--- src/rtl/pc_gen_bp_pkg.sv ---
// pc_gen_bp_pkg: shared counter encodings, BTB geometry helpers and counter update.
package pc_gen_bp_pkg;

    typedef enum logic [1:0] {
        CTR_SNT = 2'b00,
        CTR_WNT = 2'b01,
        CTR_WT  = 2'b10,
        CTR_ST  = 2'b11
    } ctr_e;

    function automatic int btb_idx_w(input int depth);
        return $clog2(depth);
    endfunction

    function automatic int btb_tag_w(input int addr_w, input int depth);
        return addr_w - $clog2(depth) - 2;
    endfunction

    function automatic ctr_e ctr_step(input ctr_e c, input logic taken);
        return taken ? ((c == CTR_ST)  ? CTR_ST  : ctr_e'(c + 2'd1))
                     : ((c == CTR_SNT) ? CTR_SNT : ctr_e'(c - 2'd1));
    endfunction

endpackage

--- src/rtl/pc_gen_bp_btb.sv ---
// pc_btb: direct-mapped branch target buffer with 2-bit saturating direction counters.
module pc_btb
    import pc_gen_bp_pkg::*;
#(
    parameter int ADDR_W    = 32,
    parameter int BTB_DEPTH = 16
) (
    input  logic              clk,
    input  logic              rst,
    input  logic              i_rdy,
    input  logic [ADDR_W-1:0] i_pc,
    input  logic [ADDR_W-1:0] i_npc,
    output logic              o_pred_taken,
    output logic [ADDR_W-1:0] o_pred_target,
    input  logic              i_upd_e,
    input  logic [ADDR_W-1:0] i_upd_pc,
    input  logic              i_upd_taken,
    input  logic [ADDR_W-1:0] i_upd_target
);
    localparam int IDX_W = btb_idx_w(BTB_DEPTH);
    localparam int TAG_W = btb_tag_w(ADDR_W, BTB_DEPTH);

    logic              r_valid [BTB_DEPTH];
    ctr_e              r_ctr   [BTB_DEPTH];
    logic [TAG_W-1:0]  r_tag   [BTB_DEPTH];
    logic [ADDR_W-3:0] r_tgt   [BTB_DEPTH];

    logic [IDX_W-1:0] w_idx, w_uidx;
    logic [TAG_W-1:0] w_tag, w_utag;
    logic             w_hit, w_uhit;
    ctr_e             w_ctr;
    logic             w_unused;

    assign w_idx   = i_pc[IDX_W+1:2];
    assign w_tag   = i_pc[ADDR_W-1:IDX_W+2];
    assign w_uidx  = i_upd_pc[IDX_W+1:2];
    assign w_utag  = i_upd_pc[ADDR_W-1:IDX_W+2];
    assign w_hit   = r_valid[w_idx] && (r_tag[w_idx] == w_tag);
    assign w_uhit  = r_valid[w_uidx] && (r_tag[w_uidx] == w_utag);
    assign w_ctr   = r_ctr[w_idx];
    assign w_unused = ^{i_pc[1:0], i_upd_pc[1:0], i_upd_target[1:0]};

    assign o_pred_taken  = w_hit && w_ctr[1];
    assign o_pred_target = w_hit ? {r_tgt[w_idx], 2'b00} : i_npc;

    // Lookup is purely combinational on the current entries, so same-cycle updates are seen next cycle.
    always_ff @(posedge clk) begin
        if (rst) begin
            for (int i = 0; i < BTB_DEPTH; i++) begin
                r_valid[i] <= 1'b0;
                r_ctr[i]   <= CTR_WNT;
            end
        end else if (i_rdy && i_upd_e) begin
            if (i_upd_taken) begin
                r_valid[w_uidx] <= 1'b1;
                r_tag[w_uidx]   <= w_utag;
                r_tgt[w_uidx]   <= i_upd_target[ADDR_W-1:2];
            end
            if (i_upd_taken || w_uhit)
                r_ctr[w_uidx] <= w_uhit ? ctr_step(r_ctr[w_uidx], i_upd_taken) : CTR_WT;
        end
    end

endmodule

--- src/rtl/pc_gen_bp.sv ---
// pc_gen_bp: fetch PC generator with held redirects and BTB-driven prediction.
module pc_gen_bp
    import pc_gen_bp_pkg::*;
#(
    parameter int                ADDR_W    = 32,
    parameter logic [ADDR_W-1:0] RESET_PC  = '0,
    parameter int                BTB_DEPTH = 16
) (
    input  logic              clk,
    input  logic              rst,
    input  logic              rdy,
    input  logic              stall,
    output logic [ADDR_W-1:0] pc,
    output logic [ADDR_W-1:0] npc,
    output logic              pc_e,
    output logic              pred_taken,
    output logic [ADDR_W-1:0] pred_target,
    input  logic              jmp_e,
    input  logic [ADDR_W-1:0] jmp_target,
    input  logic              upd_e,
    input  logic [ADDR_W-1:0] upd_pc,
    input  logic              upd_taken,
    input  logic [ADDR_W-1:0] upd_target
);
    logic [ADDR_W-1:0] r_pc, r_npc, r_pend_tgt;
    logic              r_pc_e, r_pend_v;
    logic [ADDR_W-1:0] w_jmp_tgt, w_next_pc;
    logic              w_unused;

    assign w_jmp_tgt = {jmp_target[ADDR_W-1:2], 2'b00};
    assign w_unused  = ^jmp_target[1:0];
    assign w_next_pc = jmp_e ? w_jmp_tgt : r_pend_v ? r_pend_tgt : pred_taken ? pred_target : r_npc;

    assign pc   = r_pc;
    assign npc  = r_npc;
    assign pc_e = r_pc_e;

    pc_btb #(.ADDR_W(ADDR_W), .BTB_DEPTH(BTB_DEPTH)) u_btb (
        .clk          (clk),
        .rst          (rst),
        .i_rdy        (rdy),
        .i_pc         (r_pc),
        .i_npc        (r_npc),
        .o_pred_taken (pred_taken),
        .o_pred_target(pred_target),
        .i_upd_e      (upd_e),
        .i_upd_pc     (upd_pc),
        .i_upd_taken  (upd_taken),
        .i_upd_target (upd_target)
    );

    // A redirect seen during a stall is parked; the newest one wins.
    always_ff @(posedge clk) begin
        if (rst) begin
            r_pc       <= RESET_PC;
            r_npc      <= RESET_PC + ADDR_W'(4);
            r_pc_e     <= 1'b1;
            r_pend_v   <= 1'b0;
            r_pend_tgt <= '0;
        end else if (rdy) begin
            if (!stall) begin
                r_pc     <= w_next_pc;
                r_npc    <= w_next_pc + ADDR_W'(4);
                r_pc_e   <= 1'b1;
                r_pend_v <= 1'b0;
            end else begin
                r_pc_e <= 1'b0;
                if (jmp_e) begin
                    r_pend_v   <= 1'b1;
                    r_pend_tgt <= w_jmp_tgt;
                end
            end
        end
    end

endmodule

--- config.mk ---
export PLATFORM = sky130hd
export DESIGN_NAME = pc_gen_bp
export DESIGN_NICKNAME = d
export VERILOG_FILES = /design/src/rtl/pc_gen_bp_pkg.sv /design/src/rtl/pc_gen_bp_btb.sv /design/src/rtl/pc_gen_bp.sv
export SDC_FILE = /design/constraint.sdc
export NUM_CORES = 1
export LEC_CHECK = 0
export CAP_MARGIN = 10
export CORE_MARGIN = 1
export CORE_UTILIZATION = 40
export DETAILED_ROUTE_END_ITERATION = 6
export PLACE_DENSITY = 0.54
export REMOVE_ABC_BUFFERS = 1
export SYNTH_ARGS = -nofsm -noshare
export SYNTH_HDL_FRONTEND = slang
export SYNTH_HIERARCHICAL = 1
export SYNTH_SLANG_ARGS = --single-unit
--- constraint.sdc ---
create_clock -name clk -period 5.9 [get_ports clk]
set_input_delay 0.59 -clock clk [delete_from_list [all_inputs] [get_ports clk]]
set_output_delay 0.59 -clock clk [all_outputs]
set_load 0.05 [all_outputs]
# Yosys cells after proc, flatten, opt, wreduce, memory -nomap -nowiden
# Memories as Yosys holds them, arrays and structs flattened. A register that Yosys moved wholly into a read port is not among the register bits.
# Cells that the tools add are included.
# Widths: inputs -> output; s select.
# totals
regBits	96
ram_bits	944
in_bits	103
output_inout_bits	98
elab_cells	63
memories	4
# op_classes
add_sub_neg	3
n_eq_ne	4
mux	35
bitwise	1
reduce_logical	11
# mem_list
memory	words	word_bits	read_ports	rd_ports_with_merged_regs	wr	line	source
u_btb.r_tgt	16	30	1	1	1	pc_gen_bp_btb.sv:26	logic [ADDR_W-3:0] r_tgt [BTB_DEPTH];
u_btb.r_tag	16	26	2	1	1	pc_gen_bp_btb.sv:25	logic [TAG_W-1:0] r_tag [BTB_DEPTH];
u_btb.r_ctr	16	2	2	1	16	pc_gen_bp_btb.sv:24	ctr_e r_ctr [BTB_DEPTH];
u_btb.r_valid	16	1	2	1	16	pc_gen_bp_btb.sv:23	logic r_valid [BTB_DEPTH];
# op_table
op	n
$mux 32	4
$eq 26x26->1	2
$mux 4	10
$add 32x3->32 const B	1
$mux 1	16
$mux 2	5
$logic_and 1x1->1	4
$reduce_and 2->1	2
$reduce_and 3->1	1
$add 2x1->2 const B	1
$eq 2x2->1 const B	1
$logic_not 2->1	1
$ne 2x1->1 const B	1
$reduce_or 2->1	1
$sub 2x1->2 const B	1
$logic_or 1x1->1	1
$not 1->1	1
$reduce_or 1->1	1

# Depth between registers and ports, before layout
# Gate-level depths: netlist of the first run.
# An unclocked memory read counts as a cell.
# logic_depth
word_depth	10
depth_mapped	22
mapped_depth_nobuf	17

# By module
# The synthesis of the first run kept the hierarchy.
# by_module_without_submodules
mod	instances	cells_each	area_each_um2	seq_area_each_um2
pc_btb	1	1995	41422.2	28187.0
pc_gen_bp	1	638	5072.4	1881.8

# Least setup slack after synthesis of the first run
# OpenSTA, ideal clock, no wires.
# synth_path
path_type	register to register
startpoint	reg pc[2] (netlist name)
endpoint	reg r_npc[30], in the netlist npc[30]
setup_ps	63
t_arrival_ps	5625
required_ps	5837
setup_slack_ps	212
stages_incl_launch_ff	20
n_path_buf	5
synth_period_minus_slack_ps	5688
cell_sequence	dfxtp_1 buf_2 buf_2 buf_2 mux4_2 a221oi_1 xnor2_1 nor4_1 and3_1 buf_2 buf_4 mux2_1 mux2i_1 a221oi_2 ha_1 nand4_1 nor3_2 nand2_1 or4_1 nand3_1
# synth_lines
item	line	source
end signal: assignment	pc_gen_bp.sv:56	r_npc <= RESET_PC + ADDR_W'(4);
end signal: assignment	pc_gen_bp.sv:63	r_npc <= w_next_pc + ADDR_W'(4);
end: declaration	pc_gen_bp.sv:25	logic [ADDR_W-1:0] r_pc, r_npc, r_pend_tgt;

==> results of run 1 <==
## where the power goes
group | total [W] | switching (W) | internal (W)
registers | 0.00815 | 0.0000873 | 0.00806
logic | 0.00151 | 0.000888 | 0.000622
clock network | 0.00710 | 0.00298 | 0.00412
## how the worst max path moves through the flow
stage	end	slack, ns	cells after the start	from
floorplan	npc[30]$_SDFFE_PP0P_	-9.19	17	pc[2]$_SDFFE_PP0P_
global placement	npc[30]$_SDFFE_PP0P_	0.30	19	pc[3]$_SDFFE_PP0P_
detailed placement	npc[31]$_SDFFE_PP0P_	0.30	18	pc[2]$_SDFFE_PP0P_
CTS	pred_target[18]	0.23	15	pc[2]$_SDFFE_PP0P_
global route	npc[30]$_SDFFE_PP0P_	0.002	20	pc[2]$_SDFFE_PP0P_
finish	npc[22]$_SDFFE_PP0P_	0.23	21	pc[2]$_SDFFE_PP0P_
## sequential cells by signal, indices dropped and copies added (netlist names)
register and count:
pc 32, u_btb/r_valid 16, u_btb/r_tag 416, r_pend_tgt 30, pc_e 1, r_pend_v 1, u_btb/r_tgt 480, u_btb/r_ctr 32
npc 30
## cells by family (layout without fill, tap and decap cells)
kind of cell	after synthesis	in the layout	synth area share [%]
compound gates	299	299	4.645
xor+xnor	66	66	1.243
fa+ha+maj	1	1	0.02691
buf+inv	213	605	2.527
flops	1038	1038	64.67
mux	541	541	21.76
other cells	0	3	0
simple gates	475	475	5.127
## worst reg2reg max path, stage by stage (launching register included)
cell and delay [ns]:
dfxtp_4 0.52, buf_12 0.23, mux4_2 0.52, o21ai_0 0.26, a21oi_1 0.11, a311oi_1 0.29
buf_4 0.20, xor2_1 0.23, nand2_1 0.10, nor4_1 0.32, and3_2 0.30, buf_12 0.21
buf_12 0.20, mux2_2 0.20, mux2_2 0.14, o211ai_1 0.09, o31a_1 0.39, nor4_4 0.37
buf_4 0.18, nand3_2 0.11, or4_1 0.53, nand4_1 0.09
## area by class of cell
type / instances / area (sq um)
Tap cell: 1512 / 1892
Fill cell: 9692 / 60130
Clock buffer: 151 / 3042
Inverter: 41 / 156.4
Sequential cell: 1038 / 30080
Clock inverter: 59 / 700.7
Antenna cell: 3 / 7.507
Multi-Input combinational cell: 1382 / 15380
Timing Repair Buffer: 354 / 3412
## cell usage in the layout (no fill, tap or decap), types with 72 or more instances in the layout
master,n
mux2i_1,122
a21oi_1,72
nor2_1,77
clkdlybuf4s50_1,156
mux4_2,367
buf_4,167
clkbuf_16,114
nand2_1,177
dfxtp_1,105
edfxtp_1,928
## per-layer routing
metal / global-route usage [%] / wire [um] / up-vias / part of all wire (%)
met3: 4.416 / 10660 / 222 / 7.4
met5: 0 / 119 / - / 0.083
li1: - / - / 11404 / -
met2: 38.94 / 67590 / 1181 / 47
met1: 34.86 / 61480 / 14644 / 43
met4: 6.213 / 3673 / 22 / 2.6
## timing repair
action | in CTS | in global routing
setup endpoints to repair | 0 | 9
setup buffers | 0 | 2
resized for setup | 0 | 1
## stage by stage
stage	TNS [ns]	hold slack [ns]
finish	0	0.4216
global route	0	0.4182
CTS	0	0.3796
detailed placement	0	0.4445
global placement	0	0.4370
floorplan	-778.69	0.4252
==> results.py, run 1 <==
metrics = {
    "run_status": {
        "status": "finished clean",
    },
    "setup_path": {
        "required_ns": 6.55,
        "arrival_ns": 6.32,
        "end_kind": "flop",
        "rrSetupSlack_ns": 0.23,
        "crit-reg2reg-launch": "pc[2]$_SDFFE_PP0P_",
        "crit_path_start_kind": "flop",
        "crit_fanout": 16,
        "cp_common_cell": "buf_12",
        "critPathMaxStageDelay_ns": 0.53,
        "regToRegEndpoint": "npc[22]$_SDFFE_PP0P_",
        "crit_slowest_cell": "or4_1",
        "cp_num_buf_inv": 5,
        "worst-r2r-cell-count": 21,
        "worstPathCellList": "buf_12 -> mux4_2 -> o21ai_0 -> a21oi_1 -> a311oi_1 -> buf_4 -> xor2_1 -> nand2_1 -> nor4_1 -> and3_2 -> buf_12 -> buf_12 -> mux2_2 -> mux2_2 -> o211ai_1 -> o31a_1 -> nor4_4 -> buf_4 -> nand3_2 -> or4_1 -> nand4_1",
        "critical_path_class": "reg2reg",
        "cp_top_family": "simple AND/OR/NAND/NOR gates",
    },
    "sta": {
        "rsz0062_at_grt": "no",
        "worstMarginPinSlew_ns": 1.247,
        "slew_violations": 0,
        "setup_ws_ns": 0.2278,
        "fmaxAchievable_mhz": 176.3,
        "finalHoldViolations": 0,
        "fin_crit_sh_pct": 96.14,
        "maxSlewHeadroom_pct": 16.71,
        "setup_violations": 0,
        "clock_skew_ns": 0.05035,
        "finalCriticalPeriod_ns": 5.672,
    },
    "placed_design": {
        "dpl_cell_area_sq_um": 50910,
        "post-place-ws_ns": 0.3004,
        "dp.final_hpwl_mm": 89.49,
        "place_inst": 4325,
        "numPortBuffers": 194,
        "gp_congestion": 0.9027,
    },
    "pwr": {
        "peakVddDrop_mv": 0.2593,
        "p_per_area_nw_per_um2": 306.5,
        "leakage_nw": 17.28,
        "finalPower_w": 0.01676,
    },
    "cts": {
        "cts_hold_buf": 0,
        "cts_buffer_depth": 3,
        "path_clk_slew_ns": 0.06,
        "root_buffer": "clkbuf_16",
        "cts_tree": "done",
        "cts_htree_levels": 3,
        "clock_sinks": 1038,
        "cts_buffers": 112,
        "clock_latency_ns": 0.73,
    },
    "die": {
        "core_sq_um": 114800,
        "num_io_pins": 201,
        "fp.dieW_um": 342.9,
        "start_util_pct": 40.50,
        "placementRows": 124,
        "die_area_sq_um": 117600,
        "chipHeight_um": 342.9,
    },
    "global_routing": {
        "grt_overflow": 0,
        "grt_util_all_layers_pct": 24.49,
        "grt_pass1_wl_mm": 206.0,
        "grt_max_degree": 91,
        "grt_pass1_vias": 28154,
        "antenna_found_initial": 12,
    },
    "cells_and_area": {
        "fin_util_pct": 47.62,
        "syn_to_final_growth_pct": 17.60,
        "finalNonFillerCells": 4540,
        "fin_area_sq_um": 54680,
        "drive_above_1_share_pct": 27.97,
        "fin_nets": 3033,
    },
    "routing": {
        "vias_per_cell": 6.051,
        "wirelength_mm": 143.5,
        "first_pass_iters": 5,
        "ant_nets": 0,
        "vias": 27473,
        "post_drt_wl_per_cell_um": 31.61,
        "route.detailed.drc": 0,
        "first_iter_violations": 2846,
    },
    "synthesis": {
        "synth-main-ff-cell": "edfxtp_1",
        "synth.largest_area_cell": "edfxtp_1",
        "synth_commonest_cells": "edfxtp_1 (928), mux4_2 (367), nand2_1 (177)",
        "synth_top_cell_area_share_pct": 59.94,
        "async_reset_ff_share_pct": 0,
        "syn_area_sq_um": 46490,
        "synth.ff_latch_count": 1038,
        "synth-edff-count": 928,
        "synth_most_common_cell": "edfxtp_1",
        "syn_inst": 2633,
        "ys_top_cells_by_area": "edfxtp_1 (60%), mux4_2 (18%), dfxtp_1 (4.7%)",
        "avgSynthCellArea_sq_um": 17.66,
        "yosys.cell_types.count": 99,
        "yosysSeqAreaShare_pct": 64.67,
        "synth_warnings": 6,
    },
    "min_path": {
        "holdPathStages": 2,
        "min_path_type": "in2reg",
        "worstHoldStart": "rst",
        "holdPathEnd": "u_btb/r_valid[4]$_DFF_P_",
    },
    "job": {
        "drv_cap": 0,
    },
}
Power figures use the tool's default switching activity.
==> run 2: changes to the inputs <==
--- a/config.mk
+++ b/config.mk
@@ -7,6 +7,6 @@
 export LEC_CHECK = 0
 export CAP_MARGIN = 10
-export CORE_MARGIN = 1
 export CORE_UTILIZATION = 40
+export CTS_CLUSTER_DIAMETER = 80
 export DETAILED_ROUTE_END_ITERATION = 6
 export PLACE_DENSITY = 0.54
==> constraint.sdc (replaced) <==
create_clock -name clk -period 5.9 [get_ports clk]
set_input_delay 1.18 -clock clk [delete_from_list [all_inputs] [get_ports clk]]
set_output_delay 1.18 -clock clk [all_outputs]
set_load 0.05 [all_outputs]
==> results.py, run 2 (synthesized netlist as in run 1, its figures left out) <==
metrics = {
    "sta": {
        "fmaxAchievable_mhz": 174.4,
        "tns_ns": 0,
        "worstMarginPinSlew_ns": 1.175,
        "finalCriticalPeriod_ns": 5.733,
        "rsz0062_at_grt": "no",
        "fin_crit_sh_pct": 97.17,
        "clock_skew_ns": 0.04369,
        "holdWs_ns": 0.4491,
        "setup_violations": 0,
        "setup_ws_ns": 0.1672,
        "slew_violations": 0,
        "finalHoldViolations": 0,
        "maxSlewHeadroom_pct": 21.52,
    },
    "routing": {
        "route.detailed.drc": 0,
        "vias": 27583,
        "first_iter_violations": 2886,
        "first_pass_iters": 5,
        "ant_nets": 0,
        "post_drt_wl_per_cell_um": 31.23,
        "wirelength_mm": 142.2,
        "vias_per_cell": 6.060,
    },
    "die": {
        "chipHeight_um": 342.9,
        "num_io_pins": 201,
        "die_area_sq_um": 117600,
        "start_util_pct": 40.50,
        "core_sq_um": 114800,
        "placementRows": 124,
        "fp.dieW_um": 342.9,
    },
    "cts": {
        "path_clk_slew_ns": 0.06,
        "cts_buffers": 112,
        "cts_hold_buf": 0,
        "cts_tree": "done",
        "clock_latency_ns": 0.71,
        "cts_buffer_depth": 3,
        "clock_sinks": 1038,
        "cts_htree_levels": 3,
        "root_buffer": "clkbuf_16",
    },
    "cells_and_area": {
        "top_register": "u_btb/r_tgt",
        "drive_above_1_share_pct": 28.56,
        "fin_nets": 3052,
        "syn_to_final_growth_pct": 18.09,
        "nFillCells": 9660,
        "fin_area_sq_um": 54910,
        "layout_commonest_cell": "edfxtp_1",
        "layout_common_cells": "edfxtp_1 (928), mux4_2 (367), nand2_1 (177)",
        "largest_reg_flops": 480,
        "top_regs": "u_btb/r_tgt x480, u_btb/r_tag x416",
        "finalNonFillerCells": 4552,
    },
    "global_routing": {
        "use_met1_pct": 34.56,
        "grt_pass1_wl_mm": 202.9,
        "busiest_layer": "met2",
        "grt_max_degree": 97,
        "grt_overflow": 0,
        "grt_use_met2_pct": 38.62,
        "antenna_found_initial": 9,
        "use_met3_pct": 4.150,
        "grt_pass1_vias": 27849,
        "grt_util_all_layers_pct": 24.14,
    },
    "pwr": {
        "p_per_area_nw_per_um2": 301.1,
        "peakVddDrop_mv": 0.2373,
        "leakage_nw": 17.40,
    },
    "placed_design": {
        "post-place-ws_ns": 0.2688,
        "dp.final_hpwl_mm": 88.67,
        "numPortBuffers": 194,
        "place_inst": 4332,
        "gp_congestion": 0.8839,
        "dpl_cell_area_sq_um": 51000,
    },
    "setup_path": {
        "arrival_ns": 4.55,
        "required_ns": 4.72,
        "crit_fanout": 17,
        "end_kind": "output pin",
        "crit_path_start_kind": "flop",
        "critPathMaxStageDelay_ns": 0.68,
        "crit_slowest_cell": "and4_2",
        "worstPathCellList": "buf_12 -> bufbuf_16 -> mux4_2 -> mux4_2 -> xnor2_1 -> nand2_1 -> nor4_1 -> and4_2 -> buf_4 -> buf_12",
        "critical_path_class": "reg2out",
    },
    "job": {
        "drv_cap": 0,
    },
    "min_path": {
        "min_path_type": "reg2reg",
    },
    "run_status": {
        "status": "finished clean",
    },
}
==> run 2: area by class of cell <==
type,count,area [sq um],area share [%]
well taps,1512,1892,3.445
flip-flops and latches,1038,30080,54.79
clock buffers,153,3058,5.569
diodes,1,2.502,0.004557
repair buffers,373,3756,6.841
inverters,41,156.4,0.2848
clock inverters,52,515.5,0.9388
multi-input cells,1382,15440,28.13
==> run 2: timing repair <==
item	in CTS	in global routing
setup endpoints to repair	10	27
cloned	2	1
resized for setup	3	16
setup buffers	4	7
pin swaps	0	1
==> run 2: final timing paths <==
check / start / to / slack [ns] / depth (start not counted)
setup / recovery: pc[2]$_SDFFE_PP0P_ / pred_taken / 0.17 / 10
hold / removal: r_pend_tgt[21]$_SDFFE_PP0P_ / r_pend_tgt[21]$_SDFFE_PP0P_ / 0.45 / 2
setup reg to reg: pc[2]$_SDFFE_PP0P_ / npc[19]$_SDFFE_PP0P_ / 0.27 / 18
hold reg to reg: r_pend_tgt[21]$_SDFFE_PP0P_ / r_pend_tgt[21]$_SDFFE_PP0P_ / 0.45 / 2
==> run 2: through the flow <==
stage          total power [W]  utilization (%)
2_1_floorplan         0.009208                -
3_3_place_gp          0.009799            44.42
3_5_place_dp          0.009816            44.42
4_1_cts                0.01665            47.67
5_1_grt                0.01701            47.82
6_report               0.01653            47.82
==> run 2: critical path: cells and delay by family, from the launching register on <==
family / cells / cell delay [ns]
AND/OR/NAND/NOR: 3 / 1.05
multiplexers: 2 / 1.04
buffers and inverters: 4 / 0.98
flip-flops: 1 / 0.46
XOR/XNOR: 1 / 0.29
==> run 2: where the power goes <==
part / internal, W / leakage (nW) / total [W] / switching [W]
clock network: 0.00393 / 1.74 / 0.00683 / 0.00290
logic: 0.000647 / 6.37 / 0.00155 / 0.000901
registers: 0.00806 / 9.29 / 0.00815 / 0.0000860
total: 0.0126 / 17.4 / 0.0165 / 0.00389
==> run 2: per-layer routing <==
layer / vias to the layer above / wire, um / share of wire (%)
li1: 11429 / - / -
met1: 14688 / 60660 / 43
met2: 1242 / 67340 / 47
met3: 214 / 10960 / 7.7
met4: 10 / 3142 / 2.2
met5: - / 69 / 0.049
